## config.mk

```make
export PLATFORM = sky130hd
export DESIGN_NAME = pipe_adder_arbiter_flat
export DESIGN_NICKNAME = d
export VERILOG_FILES = /design/src/rtl/pipe_adder_arbiter_if.sv /design/src/rtl/pipe_adder_arbiter.sv /design/src/flat_wrapper.sv
export SDC_FILE = /design/constraint.sdc
export NUM_CORES = 1
export LEC_CHECK = 0
export CAP_MARGIN = 20
export CORE_AREA = 2 2 158 160
export DETAILED_ROUTE_END_ITERATION = 6
export DIE_AREA = 0 0 160 162
export GPL_TIMING_DRIVEN = 1
export HOLD_SLACK_MARGIN = 0.06
export PLACE_DENSITY = 0.5
export SLEW_MARGIN = 10
export SYNTH_ARGS = -nofsm -noshare
export SYNTH_HDL_FRONTEND = slang
export SYNTH_SLANG_ARGS = --single-unit
export TNS_END_PERCENT = 10
```

## constraint.sdc

```tcl
create_clock -name clk -period 4 [get_ports clk]
set_input_delay 0.8 -clock clk [delete_from_list [all_inputs] [get_ports clk]]
set_output_delay 0.8 -clock clk [all_outputs]
set_load 0.01 [all_outputs]
```

## src/rtl/pipe_adder_arbiter_if.sv

```systemverilog
// Requester-side bus of the shared pipelined adder arbiter.
// master: requester cluster; slave: arbiter.
interface pipe_adder_arbiter_if #(
   parameter int unsigned NREQ = 4
);
   logic [NREQ-1:0]      req;
   logic [32*NREQ-1:0]   op_a;
   logic [32*NREQ-1:0]   op_b;
   logic [NREQ-1:0]      op_cin;
   logic [NREQ-1:0]      gnt;
   logic [NREQ-1:0]      res_valid;
   logic [31:0]          res_sum;
   logic                 res_cout;

   modport master (
      output req, op_a, op_b, op_cin,
      input  gnt, res_valid, res_sum, res_cout
   );

   modport slave (
      input  req, op_a, op_b, op_cin,
      output gnt, res_valid, res_sum, res_cout
   );
endinterface

```

## src/rtl/pipe_adder_arbiter.sv

```systemverilog
// Round-robin arbiter sharing one LAT-stage pipelined 32-bit adder among NREQ
// requesters; a tag shift register routes each sum back to its issuer.
// Optional macro PIPE_ADDER_ARB_FIXED_PRIO_EN: fixed priority, lowest index wins.
module pipe_adder_arbiter #(
   parameter int unsigned NREQ = 4,
   parameter int unsigned LAT  = 5
) (
   input  logic                       clk,
   input  logic                       clear,
   pipe_adder_arbiter_if.slave        bus,
   output logic [31:0]                add_a,
   output logic [31:0]                add_b,
   output logic                       add_cin,
   input  logic [31:0]                add_sum,
   input  logic                       add_cout,
   output logic [$clog2(LAT+1)-1:0]   inflight,
   output logic                       idle
);
   localparam int unsigned IDW = $clog2(NREQ);
   localparam int unsigned CW  = $clog2(LAT+1);

   logic             found;
   logic [IDW-1:0]   sel;
   logic [LAT-1:0]   tag_valid;
   logic [IDW-1:0]   tag_id [LAT];
   logic             retire;

`ifdef PIPE_ADDER_ARB_FIXED_PRIO_EN
   // Fixed-priority pick: lowest active index wins.
   always_comb begin
      found = 1'b0;
      sel   = '0;
      for (int unsigned j = 0; j < NREQ; j++) begin
         if (!found && bus.req[j]) begin
            found = 1'b1;
            sel   = IDW'(j);
         end
      end
      if (clear) found = 1'b0;
   end
`else
   logic [IDW-1:0]   ptr;
   logic [31:0]      scan;

   // Round-robin pick: first active request at or after ptr, wrapping.
   always_comb begin
      found = 1'b0;
      sel   = '0;
      scan  = '0;
      for (int unsigned j = 0; j < NREQ; j++) begin
         scan = (32'(ptr) + 32'(j)) % 32'(NREQ);
         if (!found && bus.req[scan[IDW-1:0]]) begin
            found = 1'b1;
            sel   = scan[IDW-1:0];
         end
      end
      if (clear) found = 1'b0;
   end

   // Priority pointer advances past the winner; holds when nothing issues.
   always_ff @(posedge clk) begin
      if (clear) begin
         ptr <= '0;
      end else if (found) begin
         ptr <= (sel == IDW'(NREQ-1)) ? '0 : sel + 1'b1;
      end
   end
`endif

   assign bus.gnt = found ? (NREQ'(1) << sel) : '0;

   // Operand steering onto the shared adder; zero when nothing is granted.
   always_comb begin
      add_a   = '0;
      add_b   = '0;
      add_cin = 1'b0;
      if (found) begin
         add_a   = bus.op_a[{sel, 5'd0} +: 32];
         add_b   = bus.op_b[{sel, 5'd0} +: 32];
         add_cin = bus.op_cin[sel];
      end
   end

   // Tag pipeline matched to the adder latency; clear drops all outstanding tags.
   always_ff @(posedge clk) begin
      if (clear) begin
         tag_valid <= '0;
         for (int unsigned i = 0; i < LAT; i++) tag_id[i] <= '0;
      end else begin
         tag_valid <= {tag_valid[LAT-2:0], found};
         tag_id[0] <= sel;
         for (int unsigned i = 1; i < LAT; i++) tag_id[i] <= tag_id[i-1];
      end
   end

   assign retire        = tag_valid[LAT-1];
   assign bus.res_valid = retire ? (NREQ'(1) << tag_id[LAT-1]) : '0;
   assign bus.res_sum   = add_sum;
   assign bus.res_cout  = add_cout;

   // Outstanding-operation count: issue and retire in one cycle cancel.
   always_ff @(posedge clk) begin
      if (clear) begin
         inflight <= '0;
      end else begin
         case ({found, retire})
            2'b10:   inflight <= inflight + CW'(1);
            2'b01:   inflight <= inflight - CW'(1);
            default: inflight <= inflight;
         endcase
      end
   end

   assign idle = (inflight == '0) && (bus.req == '0);
endmodule

```

## src/flat_wrapper.sv

```systemverilog
// flat-port wrapper written by rule: the top's interface ports become plain ports
module pipe_adder_arbiter_flat 
#(
   parameter int unsigned NREQ = 4,
   parameter int unsigned LAT  = 5
)
  (clk, clear, add_a, add_b, add_cin, add_sum, add_cout, inflight, idle, bus_req, bus_op_a, bus_op_b, bus_op_cin, bus_gnt, bus_res_valid, bus_res_sum, bus_res_cout);
  pipe_adder_arbiter_if #(.NREQ(NREQ)) bus_i ();
  input  logic clk;
  input  logic clear;
  output logic [31:0] add_a;
  output logic [31:0] add_b;
  output logic add_cin;
  input  logic [31:0] add_sum;
  input  logic add_cout;
  output logic [$clog2(LAT+1)-1:0] inflight;
  output logic idle;
  input wire logic [$bits(bus_i.req)-1:0] bus_req;
  input wire logic [$bits(bus_i.op_a)-1:0] bus_op_a;
  input wire logic [$bits(bus_i.op_b)-1:0] bus_op_b;
  input wire logic [$bits(bus_i.op_cin)-1:0] bus_op_cin;
  output wire logic [$bits(bus_i.gnt)-1:0] bus_gnt;
  output wire logic [$bits(bus_i.res_valid)-1:0] bus_res_valid;
  output wire logic [$bits(bus_i.res_sum)-1:0] bus_res_sum;
  output wire logic [$bits(bus_i.res_cout)-1:0] bus_res_cout;
  assign bus_i.req = bus_req;
  assign bus_i.op_a = bus_op_a;
  assign bus_i.op_b = bus_op_b;
  assign bus_i.op_cin = bus_op_cin;
  assign bus_gnt = bus_i.gnt;
  assign bus_res_valid = bus_i.res_valid;
  assign bus_res_sum = bus_i.res_sum;
  assign bus_res_cout = bus_i.res_cout;
  pipe_adder_arbiter #(.NREQ(NREQ), .LAT(LAT)) u_core (.clk(clk), .clear(clear), .bus(bus_i), .add_a(add_a), .add_b(add_b), .add_cin(add_cin), .add_sum(add_sum), .add_cout(add_cout), .inflight(inflight), .idle(idle));
endmodule
```

# Yosys cells after proc, flatten, opt, wreduce, memory -nomap -nowiden
# Memories as Yosys holds them, arrays and structs flattened.
# Cells that the tools add are included.
[totals]
reg_bits = 10
latchBits = 0
mem_bits_rw = 10
mem_bits_ro = 0
input_bits = 299
output_inout_bits = 110
mem_count = 1
[memory_table]
columns = ["name", "depth", "width", "read_ports", "rd_ports_with_merged_regs", "wr", "line_no", "source"]
rows = [
  ["u_core.tag_id", 5, 2, 5, 0, 5, "pipe_adder_arbiter.sv:25", "logic [IDW-1:0] tag_id [LAT];"],
]
[classes]
n_addsub = 6
n_mul = 0
div = 0
order_cmp = 5
n_eq_ne = 3
shifts = 4
mux = 34
bitwise_logic = 5
n_reduce_logical = 10
[op_table]
columns = ["op", "n"]
rows = [
  ["128-bit by 8-bit indexed part select with 32-bit output", 2],
  ["32-bit 2-to-1 mux", 2],
  ["2-bit 2-to-1 mux", 10],
  ["2-bit by 3-bit < comparator with 1-bit output, second input constant", 5],
  ["1-bit 2-to-1 mux", 14],
  ["1-bit binary-select mux with 2-bit select", 5],
  ["4-bit 2-to-1 mux", 2],
  ["1-bit by 2-bit left shift with 4-bit output, first input constant", 2],
  ["3-bit one-hot mux with 2 select lines", 1],
  ["1-bit OR", 5],
  ["2-bit by 1-bit adder with 2-bit output, second input constant", 2],
  ["2-bit adder, second input constant", 2],
  ["2-bit == test, second input constant", 2],
  ["1-bit logical AND", 4],
  ["4-bit logical NOT", 1],
  ["3-bit by 1-bit adder with 3-bit output, second input constant", 1],
  ["1-bit logical NOT", 3],
  ["3-bit logical NOT", 1],
  ["3-bit by 1-bit subtractor with 3-bit output, second input constant", 1],
  ["2-bit by 1-bit == test with 1-bit output, second input constant", 1],
  ["2-bit nonzero test", 1],
]

# Depth between registers and ports, before layout
# Gate-level depths: netlist of the first run.
[depth]
depth_word = 15
depth_mapped = 9

# Worst setup path after synthesis of the first run
# Ideal clock, no wire load.
[synth_path]
path_type = "input-to-output"
start = "input bus_req[2]"
end = "output bus_gnt[0]"
arrival_ns = 1.919
required_time_ns = 3.200
path_slack_ns = 1.281
cell_stages = 9
path_buffers = 3
cell_sequence = "mux2i_1 nor2_1 nor3_2 buf_6 buf_12 buf_12 inv_2 ha_1 and2_1"
[synth_via]
elab_chain_len = 14
elab_cells_between_ends = 25
[synth_rtl]
columns = ["element", "line_no", "source"]
rows = [
  ["start: declaration", "flat_wrapper.sv:18", "input wire logic [$bits(bus_i.req)-1:0] bus_req;"],
  ["1-bit binary-select mux with 2-bit select", "pipe_adder_arbiter.sv:52", "if (!found && bus.req[scan[IDW-1:0]]) begin"],
  ["1-bit 2-to-1 mux (not written as such)", "pipe_adder_arbiter.sv:52", ""],
  ["1-bit 2-to-1 mux", "pipe_adder_arbiter.sv:52", ""],
  ["1-bit logical NOT", "pipe_adder_arbiter.sv:52", ""],
  ["1-bit logical AND", "pipe_adder_arbiter.sv:52", ""],
  ["1-bit 2-to-1 mux", "pipe_adder_arbiter.sv:52", ""],
  ["1-bit logical NOT", "pipe_adder_arbiter.sv:52", ""],
  ["1-bit logical AND", "pipe_adder_arbiter.sv:52", ""],
  ["1-bit 2-to-1 mux", "pipe_adder_arbiter.sv:52", ""],
  ["1-bit logical NOT", "pipe_adder_arbiter.sv:52", ""],
  ["1-bit logical AND", "pipe_adder_arbiter.sv:52", ""],
  ["2-bit 2-to-1 mux *", "pipe_adder_arbiter.sv:52", ""],
  ["net u_core.sel[0]", "pipe_adder_arbiter.sv:23", "logic [IDW-1:0] sel;"],
  ["1-bit by 2-bit left shift with 4-bit output *", "pipe_adder_arbiter.sv:70", "assign bus.gnt = found ? (NREQ'(1) << sel) : '0;"],
  ["4-bit 2-to-1 mux *", "pipe_adder_arbiter.sv:70", ""],
  ["end: declaration", "flat_wrapper.sv:22", "output wire logic [$bits(bus_i.gnt)-1:0] bus_gnt;"],
]
# Mark *: on every way through the listed nets, which the timed path passes. The rest lies on a longest branch. The select of a mux whose other input is x is not followed.

# Final worst setup path of the first run
[layout_path]
start = "input bus_req[0]"
end = "output add_a[13]"
[layout_via]
elab_chain_len = 14
elab_cells_between_ends = 25
[layout_rtl]
columns = ["element", "line_no", "source"]
rows = [
  ["1-bit binary-select mux with 2-bit select", "pipe_adder_arbiter.sv:52", ""],
  ["1-bit 2-to-1 mux (not written as such)", "pipe_adder_arbiter.sv:52", ""],
  ["1-bit 2-to-1 mux", "pipe_adder_arbiter.sv:52", ""],
  ["1-bit logical NOT", "pipe_adder_arbiter.sv:52", ""],
  ["1-bit logical AND", "pipe_adder_arbiter.sv:52", ""],
  ["1-bit 2-to-1 mux", "pipe_adder_arbiter.sv:52", ""],
  ["1-bit logical NOT", "pipe_adder_arbiter.sv:52", ""],
  ["1-bit logical AND", "pipe_adder_arbiter.sv:52", ""],
  ["1-bit 2-to-1 mux", "pipe_adder_arbiter.sv:52", ""],
  ["1-bit logical NOT", "pipe_adder_arbiter.sv:52", ""],
  ["1-bit logical AND", "pipe_adder_arbiter.sv:52", ""],
  ["2-bit 2-to-1 mux *", "pipe_adder_arbiter.sv:52", ""],
  ["net u_core.sel[1]", "pipe_adder_arbiter.sv:23", ""],
  ["128-bit by 8-bit indexed part select with 32-bit output *", "pipe_adder_arbiter.sv:78", "add_a = bus.op_a[{sel, 5'd0} +: 32];"],
  ["32-bit 2-to-1 mux *", "pipe_adder_arbiter.sv:77", "if (found) begin"],
  ["end: declaration", "flat_wrapper.sv:11", "output logic [31:0] add_a;"],
]
# Marks and branches as above.

==> results.json, run 1 <==
{
  "outcome": "complete, no violations",
  "start_util_pct": 12.8,
  "wl_per_cell_um": 16.9,
  "crit_slowest_cell": "clkdlybuf4s50_1",
  "fill_cells": 2625,
  "crit_fanout": 33,
  "antenna_found_initial": 0,
  "path_delay_family": "buffers and inverters",
  "grt_max_degree": 35,
  "layout_common_cells": "clkdlybuf4s50_1 (340), mux2i_1 (131), o22ai_1 (65), buf_4 (20), dfxtp_1 (20)",
  "path_cells": "clkdlybuf4s50_1, a21oi_1, o21a_1, o22a_2, inv_2, nand2_2, buf_12, o22ai_1, clkdlybuf4s50_1",
  "h-tree-depth": 1,
  "slew_viol_final": 0,
  "grt_pass1_vias": 3963,
  "finalWorstSetupSlack_ns": 0.108,
  "viasPerCell": 3.89,
  "powerDensity_nw_per_um2": 257,
  "synthDistinctLibCells": 33,
  "grt_overflow": 0,
  "dr.pass1.iters": 4,
  "clock_latency_ns": 0.25,
  "synth.avg_cell_area_sq_um": 8.95,
  "slowest_delay_ns": 0.62,
  "die_h_um": 162,
  "use_met2_pct": 20.7,
  "clk_pin_slew_ns": 0.05,
  "hold_violations": 0,
  "cts_tree": "done",
  "rsz0062_at_grt": "yes",
  "vdd_drop_max_mv": 0.130,
  "total_power_mw": 1.78,
  "fp-row-count": 57,
  "timing.fmax_ghz": 0.257,
  "synth-seq-cells": 20,
  "die_area_sq_um": 25900,
  "crit_type": "in2out",
  "drive_gt1_share_pct": 6.96,
  "post-place-ws_ns": 0.0153,
  "ff_latch_area_sq_um": 400,
  "grt_use_met3_pct": 3.52,
  "syn_inst": 346,
  "root_buffer": "clkbuf_16",
  "vias": 3834,
  "nets": 967,
  "finalCritPeriodShare_pct": 97.3,
  "critPathRequiredTime_ns": 3.20,
  "core_sq_um": 24100,
  "hold_path_class": "reg2reg",
  "ant_nets": 0,
  "finalSetupViolCount": 0,
  "hold_buffers": 0,
  "cts_buffer_depth": 2,
  "antenna_cells": 0,
  "place.gp.congestion": 0.758,
  "async_flop_share_pct": 0,
  "layout_commonest_cell": "clkdlybuf4s50_1",
  "syn_to_final_growth_pct": 123,
  "synth_flop_cell": "dfxtp_1",
  "synth_edf_count": 0,
  "grtUsageMet1_pct": 13.8,
  "multi_input_area_sq_um": 2120,
  "yosysSeqAreaShare_pct": 12.9,
  "grt_pass1_wl_um": 23500,
  "clock-sinks": 20,
  "drc": 0,
  "drt_iter0_markers": 97,
  "grt_use_total_pct": 11.6,
  "cap_violations": 0,
  "synth_area_sq_um": 3100,
  "p_leak_nw": 2.71,
  "grt_busiest_layer": "met2",
  "floorplan.die.width_um": 160,
  "syn-num-nets": 651,
  "synth_warnings": 0,
  "port_buffers": 342,
  "max_slew.worst_pin.slew_ns": 0.459,
  "min_period_ns": 3.89,
  "slew-limit-headroom_pct": 69.1,
  "crit_buf_inv": 4,
  "drt-total-wl_um": 16600,
  "startpoint_type": "primary input",
  "cts_buffers": 3,
  "crit_top_cell": "clkdlybuf4s50_1",
  "ioPinCount": 409,
  "cp.arrival_ns": 3.09,
  "cp-end-kind": "output pin",
  "fin_skew_ns": 0.00111,
  "hpwl_um": 13700
}
-- worst reg2reg max path, cell delays in order, from the launching register on --
cell and delay, ns:
dfxtp_1 0.42, mux2i_1 0.22, nor2_1 0.09, nor3_4 0.26, buf_4 0.20, clkbuf_16 0.19
ha_1 0.25, nand2_1 0.06, a21oi_1 0.06
-- flip-flops by register name, indices dropped and copies added (netlist names) --
name / count
u_core.tag_id: 10
u_core.tag_valid: 5
u_core.inflight: 3
u_core.ptr: 2
-- metrics by stage --
step	utilization, %	TNS, ns	instances	hold slack, ns	instance area, sq um
final	28.7	0	985	0.433	6910
after global routing	28.7	-0.0281	985	0.451	6910
after CTS	28.4	0	981	0.435	6840
after detailed placement	27.9	0	977	0.420	6740
after global placement	27.9	0	977	0.416	6740
after floorplan	-	0	346	0.414	3100
-- area by class of cell --
type | count | share of cell area (%)
Inverter | 8 | 0.435
Clock buffer | 3 | 1.09
Tap cell | 324 | 5.87
Multi-Input combinational cell | 254 | 30.7
Clock inverter | 1 | 0.435
Timing Repair Buffer | 375 | 55.7
Sequential cell | 20 | 5.79
-- Yosys cell counts (2+ instances only) --
| cell type | n | area (sq um) |
|---|---|---|
| nor2_1 | 8 | 30.0 |
| buf_6 | 3 | 33.8 |
| mux2i_1 | 131 | 1310 |
| clkbuf_1 | 5 | 18.8 |
| nand2_1 | 5 | 18.8 |
| ha_1 | 5 | 62.6 |
| a21oi_1 | 6 | 30.0 |
| xor2_1 | 2 | 17.5 |
| clkbuf_4 | 6 | 45.0 |
| buf_2 | 8 | 40.0 |
| dfxtp_1 | 20 | 400 |
| inv_2 | 3 | 11.3 |
| buf_4 | 34 | 255 |
| buf_12 | 8 | 160 |
| and2_1 | 4 | 25.0 |
| nor4_1 | 2 | 12.5 |
| nor2b_1 | 12 | 75.1 |
| o22ai_1 | 65 | 407 |
| inv_1 | 5 | 18.8 |
-- timing repair --
item	4_1_cts	5_1_grt
gates resized for setup	0	2
endpoints found under the setup margin	0	48
buffers inserted	0	2
-- layer usage --
| metal | share of wire (%) | wire length (um) |
|---|---|---|
| met1 | 41 | 6820 |
| met4 | 1.6 | 271 |
| met5 | 0 | 0 |
| met3 | 7.7 | 1290 |
| met2 | 50 | 8260 |
-- where the power goes --
part	total, mW	internal [mW]	switching, mW
clock	0.271	0.198	0.0723
sequential	0.222	0.213	0.00894
combinational	1.29	0.779	0.507
total	1.78	1.19	0.588
-- kinds of logic (layout without fill, tap and decap cells) --
| family | Yosys count | count (layout) | share of synthesized area (%) |
|---|---|---|---|
| AOI/OAI and AO/OA | 75 | 75 | 15.3 |
| xor gates and xnor gates | 2 | 2 | 0.566 |
| adders and majority gates | 6 | 6 | 2.67 |
| buffers and inverters | 72 | 387 | 18.8 |
| DFF | 20 | 20 | 12.9 |
| muxes | 131 | 131 | 42.4 |
| and+or+nand+nor | 40 | 40 | 7.32 |
-- final timing paths --
check | from | endpoint | slack [ns] | depth (start not counted)
max | bus_req[0] | add_a[13] | 0.11 | 9
min reg2reg | u_core.tag_valid[3] | u_core.tag_valid[4] | 0.43 | 1
max reg2reg | u_core.ptr[1] | u_core.ptr[1] | 2.13 | 8
min | u_core.tag_valid[3] | u_core.tag_valid[4] | 0.43 | 1
(Power assumes the default switching activity.)
==> run 2: changes to the inputs <==
==> constraint.sdc (replaced) <==
create_clock -name clk -period 4 [get_ports clk]
set_input_delay 0.8 -clock clk [delete_from_list [all_inputs] [get_ports clk]]
set_output_delay 0.8 -clock clk [all_outputs]
set_load 0.02 [all_outputs]
==> run 2 against run 1 <==
Against the previous run: die area unchanged; global-route usage decreased by 0.14 points; maximum frequency about the same; cell count increased by 0.30%; largest cell class unchanged; highest routed layer is now met5.
==> results.json, run 2 (same netlist as run 1, synthesis figures left out) <==
{
  "finalCritPeriodShare_pct": 97.4,
  "crit_slowest_cell": "clkdlybuf4s50_1",
  "reg_top3": "u_core.tag_id: 10 flops, u_core.tag_valid: 5 flops, u_core.inflight: 3 flops",
  "grt_pass1_vias": 3928,
  "ioPinCount": 409,
  "layout_common_cells": "clkdlybuf4s50_1 (302), mux2i_1 (131), o22ai_1 (65), dlymetal6s2s_1 (28), buf_4 (21)",
  "path_cells": "clkdlybuf4s50_1, a21oi_1, o21a_1, o22a_2, buf_4, nand2_2, buf_12, buf_4, o22ai_1, clkdlybuf4s50_1",
  "die_area_sq_um": 25900,
  "vias": 3811,
  "clk_pin_slew_ns": 0.06,
  "grt_overflow": 0,
  "place.gp.congestion": 0.779,
  "pwr-share-comb_pct": 73.4,
  "p_leak_nw": 3.14,
  "floorplan.die.width_um": 160,
  "fin_area_sq_um": 7000,
  "timing.fmax_ghz": 0.257,
  "slowest_delay_ns": 0.56,
  "post-place-ws_ns": -0.00455,
  "nets": 969,
  "r2r_cells": 7,
  "syn_to_final_growth_pct": 126,
  "ant_nets": 0,
  "max_slew.worst_pin.slew_ns": 0.438,
  "total_power_mw": 1.86,
  "h-tree-depth": 1,
  "internal_power_mw": 1.18,
  "grt_max_degree": 35,
  "crit_fanout": 26,
  "drt_iter0_markers": 130,
  "seq_power_share_pct": 12.0,
  "vdd_drop_max_mv": 0.127,
  "min_path_cells": 1,
  "timing.hold.ws_ns": 0.432,
  "root_buffer": "clkbuf_16",
  "layout_commonest_cell": "clkdlybuf4s50_1",
  "r2r_setup_slack_ns": 2.28,
  "dr.pass1.iters": 4,
  "clock_latency_ns": 0.25,
  "cts_buffers": 3,
  "startpoint_type": "primary input",
  "crit_type": "in2out",
  "grt_use_total_pct": 11.5,
  "placed_area_sq_um": 6790,
  "drc": 0,
  "drt-total-wl_um": 16400,
  "viasPerCell": 3.86,
  "start_util_pct": 12.8,
  "finalWorstSetupSlack_ns": 0.105,
  "fin_skew_ns": 0.00207,
  "core_sq_um": 24100,
  "cap_violations": 0,
  "cp.arrival_ns": 3.09,
  "hold_path_class": "reg2reg",
  "cts_buffer_depth": 2,
  "hold_violations": 0,
  "port_buffers": 342,
  "slew-limit-headroom_pct": 70.5,
  "regMostFlops": "u_core.tag_id",
  "clkPwrFrac_pct": 14.7,
  "rsz0062_at_grt": "no",
  "grt_pass1_wl_um": 23200,
  "hpwl_um": 13700,
  "die_h_um": 162,
  "min_period_ns": 3.89,
  "antenna_found_initial": 2,
  "critPathRequiredTime_ns": 3.20,
  "cp-end-kind": "output pin",
  "clock-sinks": 20,
  "swShare_pct": 36.6,
  "switchingPower_uw": 681,
  "drive_gt1_share_pct": 7.39,
  "largest_register_ffs": 10,
  "powerDensity_nw_per_um2": 266,
  "cts_tree": "done",
  "finalSetupViolCount": 0,
  "fp-row-count": 57,
  "outcome": "complete, no violations",
  "slew_viol_final": 0,
  "wl_per_cell_um": 16.6
}
==> run 2: through the flow <==
step / utilization (%) / TNS, ns / instances
finish: 29.0 / 0 / 988
global route: 29.0 / 0 / 988
CTS: 28.6 / 0 / 984
detailed placement: 28.2 / -0.00455 / 980
global placement: 28.2 / -0.00386 / 980
floorplan: - / 0 / 346
==> run 2: layout make-up <==
cell class	count	area [sq um]
Antenna cell	1	2.50
Clock buffer	3	75.1
Tap cell	324	405
Clock inverter	1	30.0
Multi-Input combinational cell	254	2120
Timing Repair Buffer	377	3930
Sequential cell	20	400
Inverter	8	30.0
Fill cell	2652	17100
==> run 2: critical path, delay by kind of cell <==
kind | cells | cell delay [ns]
compound gates | 4 | 0.58
buf+inv | 5 | 1.60
simple gates | 1 | 0.11
==> run 2: path summary, 6_finish.rpt <==
kind                        from                   to
min reg2reg  u_core.tag_id[0][1]  u_core.tag_id[0][3]
max reg2reg        u_core.ptr[1]        u_core.ptr[0]
min          u_core.tag_id[0][1]  u_core.tag_id[0][3]
max                   bus_req[0]             add_a[5]
==> run 2: routing by layer <==
metal / global-route usage (%) / routed length (um)
met1: 13.9 / 6650
met2: 20.3 / 8260
met3: 3.24 / 1280
met4: 2.09 / 208
met5: 0 / 11
==> run 2: power groups by stage <==
stage          Combinational [mW]  Clock, mW  Sequential, mW
2_1_floorplan               0.760          0           0.228
4_1_cts                      1.37      0.279           0.222
3_3_place_gp                 1.38          0           0.227
6_report                     1.36      0.272           0.222
3_5_place_dp                 1.38          0           0.226
5_1_grt                      1.45      0.288           0.224
==> run 2: timing repair <==
action | 4_1_cts | 5_1_grt
setup buffers | 0 | 2
setup endpoints to repair | 11 | 51
hold endpoints to repair | 0 | 0
pin swaps | 0 | 1
hold buffers | 0 | 0
cloned | 0 | 1
resized for setup | 11 | 28
==> run 3: changes to the inputs <==
--- a/config.mk
+++ b/config.mk
@@ -9,7 +9,6 @@
 export CORE_AREA = 2 2 158 160
 export DETAILED_ROUTE_END_ITERATION = 6
 export DIE_AREA = 0 0 160 162
-export GPL_TIMING_DRIVEN = 1
 export HOLD_SLACK_MARGIN = 0.06
 export PLACE_DENSITY = 0.5
 export SLEW_MARGIN = 10
==> results of run 3 <==
Final layout, timing and power as in run 2 (identical DEF).
